`src/rtl/not_not_pkg.sv`:
```
// not_not_pkg: shared FSM states, logic modes, force_sel field offsets and LFSR tap table for the Not-Not round engine
package not_not_pkg;
  typedef enum logic [2:0] {ST_IDLE, ST_GEN, ST_DRAW, ST_WAIT, ST_CHECK, ST_OVER} state_t;
  localparam logic [1:0] MODE_SINGLE = 2'd0;
  localparam logic [1:0] MODE_AND = 2'd1;
  localparam logic [1:0] MODE_OR = 2'd2;
  localparam logic [1:0] MODE_XOR = 2'd3;
  localparam int OFF_COLOUR_B = 0;
  function automatic int off_colour_a(int cw);
    return cw;
  endfunction
  function automatic int off_logic(int cw);
    return 2 * cw;
  endfunction
  function automatic int off_not(int cw);
    return 2 * cw + 2;
  endfunction
  // Maximal-length Fibonacci tap masks for widths 3..16 (bit i set = tap i+1)
  function automatic logic [31:0] lfsr_taps(int w);
    case (w)
      3: return 32'h0006;
      4: return 32'h000C;
      5: return 32'h0014;
      6: return 32'h0030;
      7: return 32'h0060;
      8: return 32'h00B8;
      9: return 32'h0110;
      10: return 32'h0240;
      11: return 32'h0500;
      12: return 32'h0829;
      13: return 32'h100D;
      14: return 32'h2015;
      15: return 32'h6000;
      default: return 32'hD008;
    endcase
  endfunction
endpackage

```
`src/rtl/not_not_round_engine_lfsr.sv`:
```
// lfsr_nbits: Fibonacci LFSR of WIDTH bits seeded with SEED; clk, rst (async high), q = low OUT_W state bits
module lfsr_nbits
  import not_not_pkg::*;
#(
  parameter int WIDTH = 16,
  parameter logic [WIDTH-1:0] SEED = 16'hACE1,
  parameter int OUT_W = WIDTH
) (
  input  logic             clk,
  input  logic             rst,
  output logic [OUT_W-1:0] q
);
  localparam logic [31:0] TAP_ALL = lfsr_taps(WIDTH);
  localparam logic [WIDTH-1:0] TAPS = TAP_ALL[WIDTH-1:0];
  logic [WIDTH-1:0] r;
  always_ff @(posedge clk or posedge rst) begin
    if (rst) r <= SEED;
    else r <= {r[WIDTH-2:0], ^(r & TAPS)};
  end
  assign q = r[OUT_W-1:0];
endmodule

```
`src/rtl/not_not_round_engine.sv`:
```
// not_not_round_engine: Not-Not round loop; prompt gen (LFSR/force_sel), draw handshake, timed answer, score/lives, game over
module not_not_round_engine
  import not_not_pkg::*;
#(
  parameter int NUM_COLOURS = 4,
  parameter int LFSR_WIDTH = 16,
  parameter logic [LFSR_WIDTH-1:0] SEED = 16'hACE1,
  parameter int TIMEOUT_CYCLES = 50_000_000,
  parameter int SCORE_WIDTH = 8,
  parameter int LIVES = 3,
  localparam int CW = $clog2(NUM_COLOURS),
  localparam int SW = 4 + 2 * CW
) (
  input  logic                   CLOCK_50,
  input  logic                   reset,
  input  logic                   start,
  input  logic                   draw_done,
  input  logic                   answer_valid,
  input  logic [NUM_COLOURS-1:0] answer,
  input  logic                   force_valid,
  input  logic [SW-1:0]          force_sel,
  output logic [1:0]             not_sel,
  output logic [1:0]             logic_sel,
  output logic [CW-1:0]          colour_a,
  output logic [CW-1:0]          colour_b,
  output logic [NUM_COLOURS-1:0] target,
  output logic                   draw_req,
  output logic                   round_active,
  output logic                   round_correct,
  output logic                   round_wrong,
  output logic [SCORE_WIDTH-1:0] score,
  output logic [2:0]             lives,
  output logic                   game_over
);
  localparam int TW = $clog2(TIMEOUT_CYCLES);
  state_t state, nxt;
  logic [SW-1:0] rnd, sel;
  logic [1:0] f_not, f_logic;
  logic [CW-1:0] f_a, f_b;
  logic [NUM_COLOURS-1:0] mask_a, mask_b, base, tgt_next, ans;
  logic [TW-1:0] timer;
  logic timed_out, ans_onehot, correct;

  lfsr_nbits #(.WIDTH(LFSR_WIDTH), .SEED(SEED), .OUT_W(SW)) u_lfsr (
    .clk(CLOCK_50),
    .rst(reset),
    .q(rnd)
  );

  assign sel = force_valid ? force_sel : rnd;
  assign f_not = sel[off_not(CW)+:2];
  assign f_logic = sel[off_logic(CW)+:2];
  assign f_a = sel[off_colour_a(CW)+:CW];
  assign f_b = sel[OFF_COLOUR_B+:CW];
  assign mask_a = NUM_COLOURS'(1) << f_a;
  assign mask_b = NUM_COLOURS'(1) << f_b;
  assign base = f_logic == MODE_SINGLE ? mask_a :
                f_logic == MODE_AND ? mask_a & mask_b :
                f_logic == MODE_OR ? mask_a | mask_b : mask_a ^ mask_b;
  // An odd number of negations flips the accepted set; an even number cancels out
  assign tgt_next = f_not[0] ? ~base : base;
  assign ans_onehot = ans != '0 && (ans & (ans - 1'b1)) == '0;
  assign correct = timed_out ? target == '0 : ans_onehot && |(ans & target);

  always_ff @(posedge CLOCK_50 or posedge reset) begin
    if (reset) state <= ST_IDLE;
    else state <= nxt;
  end

  always_comb begin
    nxt = state;
    case (state)
      ST_IDLE, ST_OVER: nxt = start ? ST_GEN : state;
      ST_GEN: nxt = ST_DRAW;
      ST_DRAW: nxt = draw_done ? ST_WAIT : ST_DRAW;
      ST_WAIT: nxt = answer_valid || timer == '0 ? ST_CHECK : ST_WAIT;
      ST_CHECK: nxt = !correct && lives == 3'd1 ? ST_OVER : ST_GEN;
      default: nxt = ST_IDLE;
    endcase
  end

  always_comb begin
    draw_req = state == ST_DRAW;
    round_active = state == ST_WAIT;
    round_correct = state == ST_CHECK && correct;
    round_wrong = state == ST_CHECK && !correct;
    game_over = state == ST_OVER;
  end

  always_ff @(posedge CLOCK_50 or posedge reset) begin
    if (reset) begin
      {not_sel, logic_sel, colour_a, colour_b} <= '0;
      target <= '0;
      ans <= '0;
      timed_out <= 1'b0;
      timer <= '0;
      score <= '0;
      lives <= 3'(LIVES);
    end else begin
      case (state)
        ST_IDLE, ST_OVER: if (start) begin
          score <= '0;
          lives <= 3'(LIVES);
        end
        ST_GEN: begin
          {not_sel, logic_sel, colour_a, colour_b} <= {f_not, f_logic, f_a, f_b};
          target <= tgt_next;
        end
        ST_DRAW: if (draw_done) timer <= TW'(TIMEOUT_CYCLES - 1);
        ST_WAIT: begin
          // Captured every cycle; only the value from the exit cycle reaches CHECK, so a late answer beats the timeout
          timer <= timer - 1'b1;
          ans <= answer;
          timed_out <= !answer_valid;
        end
        ST_CHECK: if (correct) score <= score == '1 ? score : score + 1'b1;
                  else lives <= lives - 3'd1;
        default: ;
      endcase
    end
  end
endmodule

```
`config.mk`:
```
export PLATFORM = sky130hd
export DESIGN_NAME = not_not_round_engine
export DESIGN_NICKNAME = d
export VERILOG_FILES = /design/src/rtl/not_not_pkg.sv /design/src/rtl/not_not_round_engine_lfsr.sv /design/src/rtl/not_not_round_engine.sv
export SDC_FILE = /design/constraint.sdc
export NUM_CORES = 1
export LEC_CHECK = 0
export BUFFER_PORTS_ARGS = -buffer_cell sky130_fd_sc_hd__buf_2
export CAP_MARGIN = 20
export CORE_MARGIN = 8
export CORE_UTILIZATION = 58
export DETAILED_ROUTE_END_ITERATION = 10
export HOLD_SLACK_MARGIN = 0.1
export PLACE_DENSITY = 0.84
export SYNTH_ARGS = -nofsm -noshare
export SYNTH_HDL_FRONTEND = slang
export SYNTH_SLANG_ARGS = --single-unit
```
`constraint.sdc`:
```
create_clock -name CLOCK_50 -period 2.5 [get_ports CLOCK_50]
set_input_delay 0.5 -clock CLOCK_50 [delete_from_list [all_inputs] [get_ports CLOCK_50]]
set_output_delay 0.5 -clock CLOCK_50 [all_outputs]
set_load 0.005 [all_outputs]
```
==> summary.md, run 1 <==
• detailed-route wire length per cell: 16.3 um
• Hold WS: 0.203 ns
• synthesis-stage register bit count: 73
• via count: 3020
• highest net fanout along the worst path: 5
• count of antenna-violating nets left after detailed routing: 0
• combinational fraction of design power: 30.3%
• later-pin clock latency in the skew report: 0.34 ns
• layout-stage area growth over the synthesis result: 14.3%
• vias in the first global route: 3014
• reg2reg setup slack: 0.24 ns
• number of input and output port buffers inserted: 45
• path category of the worst min-delay check: in -> async
• row count: 29
• share of layout cells above drive strength 1: 22.8%
• Period Utilization, post-route: 95.0%
• iteration-0 DRC count of the detailed router: 121
• maximum clock skew at final layout: 0.00828 ns
• critical path arrival: 1.87 ns
• max_cap viols: 0
• Worst-path clk slew: 0.08 ns
• number of warnings issued by yosys: 0
• data required time of the worst path: 2.00 ns
• Clk pwr share: 23.5%
• clock root buffer: sky130_fd_sc_hd__clkbuf_8
• number of antenna violations at the first check in global routing: 0
• Internal Pwr Total: 0.00230 W
• CTS Sinks: 73
• switching part of the total: 35.5%
• GRT Residual Overflow: 0
• Synth Net Count: 402
• fmax: 421 MHz
• most frequent standard cell in the layout excluding fill and tap cells: sky130_fd_sc_hd__dfrtp_1
• share of flip-flops with an asynchronous set or reset: 100%
• total clock buffers created by CTS: 9
• power spent charging and discharging nets: 0.00126 W
• max-slew violation count: 0
• number of cells in the finished layout apart from fillers: 506
• Net count, final: 454
• die area: 9280 um2
• Worst Setup Start Kind: flip-flop
• status: finished clean
• min cycle time layout: 2.37 ns
• Slew HR: 53.7%
• RSZ-0062 raised after global routing: false
• Clock Tree Buf Depth: 2
• Initial Util: 59.3%
• wire length of the first global-routing pass: 14.0 mm
• Synth Area per Inst: 10.1 um2
• post-detailed-route DRC marker count: 0
• final-report hold violation count: 0
• post-synth top area share: 42.1%
• sequential-to-total area share from yosys stat: 49.1%
• Tot GR Track Use: 19.3%
• leading cell types in the layout, fill and taps excluded: sky130_fd_sc_hd__dfrtp_1 (63), sky130_fd_sc_hd__buf_2 (45), sky130_fd_sc_hd__nor2_1 (35)
• Cell Area, Synth: 3740 um2
• proportion of power drawn by flip-flops and latches: 46.2%
• final WL: 8.27 mm
• power density normalized to cell area: 831 nW/um2
• Die Span X: 96.3 um
• final setup violation count: 0
• DP HPWL: 5.94 mm
• slew at the pin closest to its max-slew limit: 0.694 ns
• DRT Pass-1 Iters: 5
• number of enable-type register cells in the synthesized netlist: 0
• capturing element type of the critical path: output pin
• Routability Congestion: 0.838
• distinct cell type count of the synthesized netlist: 59
• placeable core area: 6310 um2
• Lkg Pwr: 1.87 nW
• post-route setup TNS: 0 ns
• CTS tree: yes
• Primary FF master, synth: sky130_fd_sc_hd__dfrtp_1
• Crit Path Class: reg -> out
• worst ir drop on vdd: 0.000529 V
• post-DR vias/cell: 5.97
• Die Y-Extent: 96.3 um
• diodes inserted: 0
• I/O pin count: 46
• most area-consuming cells after synthesis: sky130_fd_sc_hd__dfrtp_1 (42%), sky130_fd_sc_hd__dfstp_2 (7.0%), sky130_fd_sc_hd__mux2i_1 (5.6%)
• gate count after technology mapping: 372
• H-tree Lvls: 3
• maximum number of pins on one net before global-route repair: 30
• largest area contributor in the synthesized netlist: sky130_fd_sc_hd__dfrtp_1
• number of placed instances with taps included: 488
[layer usage]
| layer | track usage [%] | share of wire [%] |
|---|---|---|
| met1 | 24.8 | 44 |
| met3 | 2.81 | 5.0 |
| met5 | 0 | 0 |
| met2 | 30.7 | 48 |
| met4 | 10.7 | 2.5 |
[Yosys cell counts, types with 7 or more instances]
cell	instances
sky130_fd_sc_hd__a211oi_1	8
sky130_fd_sc_hd__a21oi_1	19
sky130_fd_sc_hd__a31oi_1	8
sky130_fd_sc_hd__clkbuf_1	13
sky130_fd_sc_hd__dfrtp_1	63
sky130_fd_sc_hd__dfstp_2	10
sky130_fd_sc_hd__ha_1	12
sky130_fd_sc_hd__inv_1	17
sky130_fd_sc_hd__mux2i_1	21
sky130_fd_sc_hd__nand2_1	28
sky130_fd_sc_hd__nor2_1	35
sky130_fd_sc_hd__nor2b_1	7
sky130_fd_sc_hd__nor3_1	13
sky130_fd_sc_hd__o21ai_0	12
sky130_fd_sc_hd__xnor2_1	8
[timing repair]
item	CTS	global route
endpoints found under the setup margin	1	1
hold buffers	0	0
setup buffers	1	1
gates cloned	0	0
pin swaps	0	1
gates resized for setup	0	2
[logic make-up after synthesis]
group | Yosys count | synth area share (%)
multiplexers | 24 | 6.52
XOR/XNOR | 9 | 2.11
flip-flops | 73 | 49.1
AND/OR/NAND/NOR | 139 | 20.3
AO/OA/AOI/OAI | 81 | 14.4
adder cells (fa/ha/maj) | 12 | 4.01
buffers and inverters | 34 | 3.54
[final cells by class]
type	instances	area [um2]
sequential	73	1840
clock inverter	3	15.0
fill	489	2030
multi-input combinational	265	1790
timing repair buffer	57	315
inverter	18	67.6
clock buffer	13	159
tap	77	96.3
[power by group through the flow]
stage | Clock, W | Combinational, W | Sequential, W
3_3_place_gp | 0 | 0.000982 | 0.00164
6_report | 0.000836 | 0.00108 | 0.00164
3_5_place_dp | 0 | 0.00104 | 0.00165
4_1_cts | 0.000850 | 0.00105 | 0.00164
2_1_floorplan | 0 | 0.000696 | 0.00158
5_1_grt | 0.000906 | 0.00123 | 0.00168
[critical path: stages, from the launching register on]
cell                       delay [ns]
sky130_fd_sc_hd__dfrtp_1         0.44
sky130_fd_sc_hd__or4b_1          0.56
sky130_fd_sc_hd__o311ai_2        0.14
sky130_fd_sc_hd__a21oi_2         0.11
sky130_fd_sc_hd__nor2b_1         0.15
sky130_fd_sc_hd__buf_2           0.13
[state kept, by name (all words and copies together) (netlist names)]
name	cells
lives	3
not_sel	2
target	4
state	3
colour_a	2
timer	26
ans	4
timed_out	1
logic_sel	2
u_lfsr.r	16
score	8
colour_b	2
[metrics by stage]
stage	area, um2	utilization [%]	worst slack, ns	total power [W]
global route	4280	67.8	0.0314	0.00381
global placement	4080	64.6	0.240	0.00262
CTS	4260	67.5	0.0775	0.00354
detailed placement	4080	64.6	0.0910	0.00269
finish	4280	67.8	0.125	0.00356
floorplan	3740	-	0.133	0.00228
[worst paths after layout]
path                                 end  cells past startpoint    startpoint
max in group asynchronous       lives[1]                      3         reset
min reg2reg                 u_lfsr.r[11]                      0  u_lfsr.r[10]
min                           not_sel[1]                      2         reset
max reg2reg                    timer[19]                      5      timer[4]
min in group CLOCK_50       u_lfsr.r[11]                      0  u_lfsr.r[10]
max                        round_correct                      5        ans[0]
Note: power is estimated with default switching activity, not from simulation.
==> run 2, diff against run 1 <==
- CORE_UTILIZATION: 58 -> 52
- PLACE_DENSITY: 0.84 -> 0.79
- clock period: 2.5 -> 1.9 ns (I/O delays scaled with it)
==> summary.md, run 2 (same netlist as run 1, synthesis figures left out) <==
• post-DR vias/cell: 5.63, was 5.97
• fmax: 456 MHz
• CTS Sinks: 73, unchanged
• total area of multi-input combinational cells: 2180 um2, was 1790 um2
• total clock buffers created by CTS: 9, unchanged
• min cycle time layout: 2.19 ns
• detailed-route wire length per cell: 16.8 um, was 16.3 um
• Clock Tree Buf Depth: 2, unchanged
• post-detailed-route DRC marker count: 0, unchanged
• clock root buffer: sky130_fd_sc_hd__clkbuf_8, unchanged
• setup ws final: -0.292 ns, was 0.125 ns
• RSZ-0062 raised after global routing: true, was false
• worst ir drop on vdd: 0.000580 V, was 0.000529 V
• vias in the first global route: 3350, was 3014
• CTS tree: yes, unchanged
• path category of the worst min-delay check: in -> reg, was in -> async
• Tot GR Track Use: 19.2%, was 19.3%
• share of layout cells above drive strength 1: 43.5%, was 22.8%
• post-route setup TNS: -1.87 ns, was 0 ns
• number of input and output port buffers inserted: 45, unchanged
• max-slew violation count: 0, unchanged
• DP HPWL: 6.10 mm, was 5.94 mm
• Die Span X: 101 um, was 96.3 um
• count of antenna-violating nets left after detailed routing: 0, unchanged
• status: finished with violations, was finished clean
• area used by sequential logic in the layout: 1840 um2, about the same
• cell area after placement: 4500 um2, was 4080 um2
• leading cell types in the layout, fill and taps excluded: sky130_fd_sc_hd__dfrtp_1 (62), sky130_fd_sc_hd__buf_4 (57), sky130_fd_sc_hd__buf_2 (45), was sky130_fd_sc_hd__dfrtp_1 (63), sky130_fd_sc_hd__buf_2 (45), sky130_fd_sc_hd__nor2_1 (35)
• later-pin clock latency in the skew report: 0.36 ns, was 0.34 ns
• Hold WS: 0.234 ns, was 0.203 ns
• final setup violation count: 21, was 0
• Initial Util: 52.7%, was 59.3%
• diodes inserted: 0, unchanged
• DRT Pass-1 Iters: 4, was 5
• slew at the pin closest to its max-slew limit: 0.564 ns, was 0.694 ns
• layout-stage area growth over the synthesis result: 39.9%, was 14.3%
• Worst Setup Start Kind: flip-flop, unchanged
• Largest register FFs: 26, unchanged
• final WL: 9.85 mm, was 8.27 mm
• data required time of the worst path: 1.52 ns, was 2.00 ns
• placeable core area: 7100 um2, was 6310 um2
• Top Registers: timer x26, u_lfsr.r x16, score x8, unchanged
• Post-Place Worst Slack: -0.148 ns, was 0.0910 ns
• maximum clock skew at final layout: 0.0149 ns, was 0.00828 ns
• power density normalized to cell area: 1050 nW/um2, was 831 nW/um2
• post-layout utilization of the core: 73.8%, was 67.8%
• Routability Congestion: 0.837, was 0.838
• capturing element type of the critical path: output pin, unchanged
• I/O pin count: 46, unchanged
• die area: 10200 um2, was 9280 um2
• Lkg Pwr: 2.26 nW, was 1.87 nW
• GRT Residual Overflow: 0, unchanged
• H-tree Lvls: 3, unchanged
• Die Y-Extent: 101 um, was 96.3 um
• fin area: 5240 um2, was 4280 um2
• row count: 31, was 29
• most frequent standard cell in the layout excluding fill and tap cells: sky130_fd_sc_hd__dfrtp_1, unchanged
• via count: 3297, was 3020
• Slew HR: 61.9%, was 53.7%
• wire length of the first global-routing pass: 15.6 mm, was 14.0 mm
• final-report hold violation count: 0, unchanged
• count of fill cells added during filler insertion: 467, was 489
• Period Utilization, post-route: 115%
• critical path arrival: 1.81 ns, was 1.87 ns
• Crit Path Class: reg -> out, unchanged
• number of antenna violations at the first check in global routing: 0, unchanged
• Top reg by flops: timer, unchanged
• highest net fanout along the worst path: 3, was 5
• Worst-path clk slew: 0.07 ns, was 0.08 ns
• failing checks: negative setup slack
• iteration-0 DRC count of the detailed router: 169, was 121
• maximum number of pins on one net before global-route repair: 37, was 30
• max_cap viols: 0, unchanged
• Net count, final: 512, was 454
## run 2: cell types whose count changed in the layout (fill, tap and decap cells not counted), sizes merged
cell         delta
buf            +57
clkbuf          -4
bufinv          +2
clkinv          +1
clkinvlp        +1
dlygate4sd3     +1
## run 2: critical path: stages (launching register included)
cell,delay (ns)
sky130_fd_sc_hd__dfrtp_1,0.40
sky130_fd_sc_hd__or4b_4,0.56
sky130_fd_sc_hd__o311ai_4,0.13
sky130_fd_sc_hd__a21oi_2,0.11
sky130_fd_sc_hd__nor2b_1,0.14
sky130_fd_sc_hd__buf_2,0.13
## run 2: report_power, final
part	internal [W]	leakage (nW)	switching (W)
clock	0.000738	0.113	0.000585
combinational	0.000975	1.30	0.00106
sequential	0.00185	0.848	0.000276
## run 2: final cells by class
type,count,area share (%)
clock buffer,9,2.36
tap,99,2.36
sequential,73,35.1
inverter,18,1.36
clock inverter,7,1.77
timing repair buffer,115,15.5
multi-input combinational,265,41.5
## run 2: what timing repair did
action                                  in CTS  in global routing
endpoints found under the hold margin       19                  0
hold buffers                                 1                  0
buffers inserted                             6                  5
endpoints found under the setup margin      24                 36
pin swaps                                   16                 23
cloned                                       0                  1
resized for setup                           42                 55
## run 2: layer usage
layer / up-vias / track usage, % / wire length [um] / share of wire (%)
met5: - / 0 / 0 / 0
met4: 0 / 7.44 / 159 / 1.6
met3: 15 / 5.18 / 418 / 4.2
met2: 70 / 31.9 / 5120 / 52
met1: 1645 / 23.0 / 4150 / 42
li1: 1567 / - / - / -
## run 2: through the flow
stage / power (W) / cells
after CTS: 0.00530 / 582
after floorplan: 0.00302 / 372
after detailed placement: 0.00377 / 559
after global placement: 0.00369 / 559
after global routing: 0.00585 / 586
final: 0.00549 / 586
## run 2: final timing paths
kind | from | cells after the start | slack [ns] | to
worst max-delay path | ans[2] | 5 | -0.29 | round_correct
worst min register to register | u_lfsr.r[9] | 0 | 0.35 | u_lfsr.r[10]
worst max register to register | ans[2] | 6 | -0.16 | score[3]
min in group asynchronous | reset | 3 | 0.61 | timer[18]
max in group asynchronous | reset | 4 | 0.66 | u_lfsr.r[0]
worst min-delay path | answer[3] | 3 | 0.23 | ans[3]
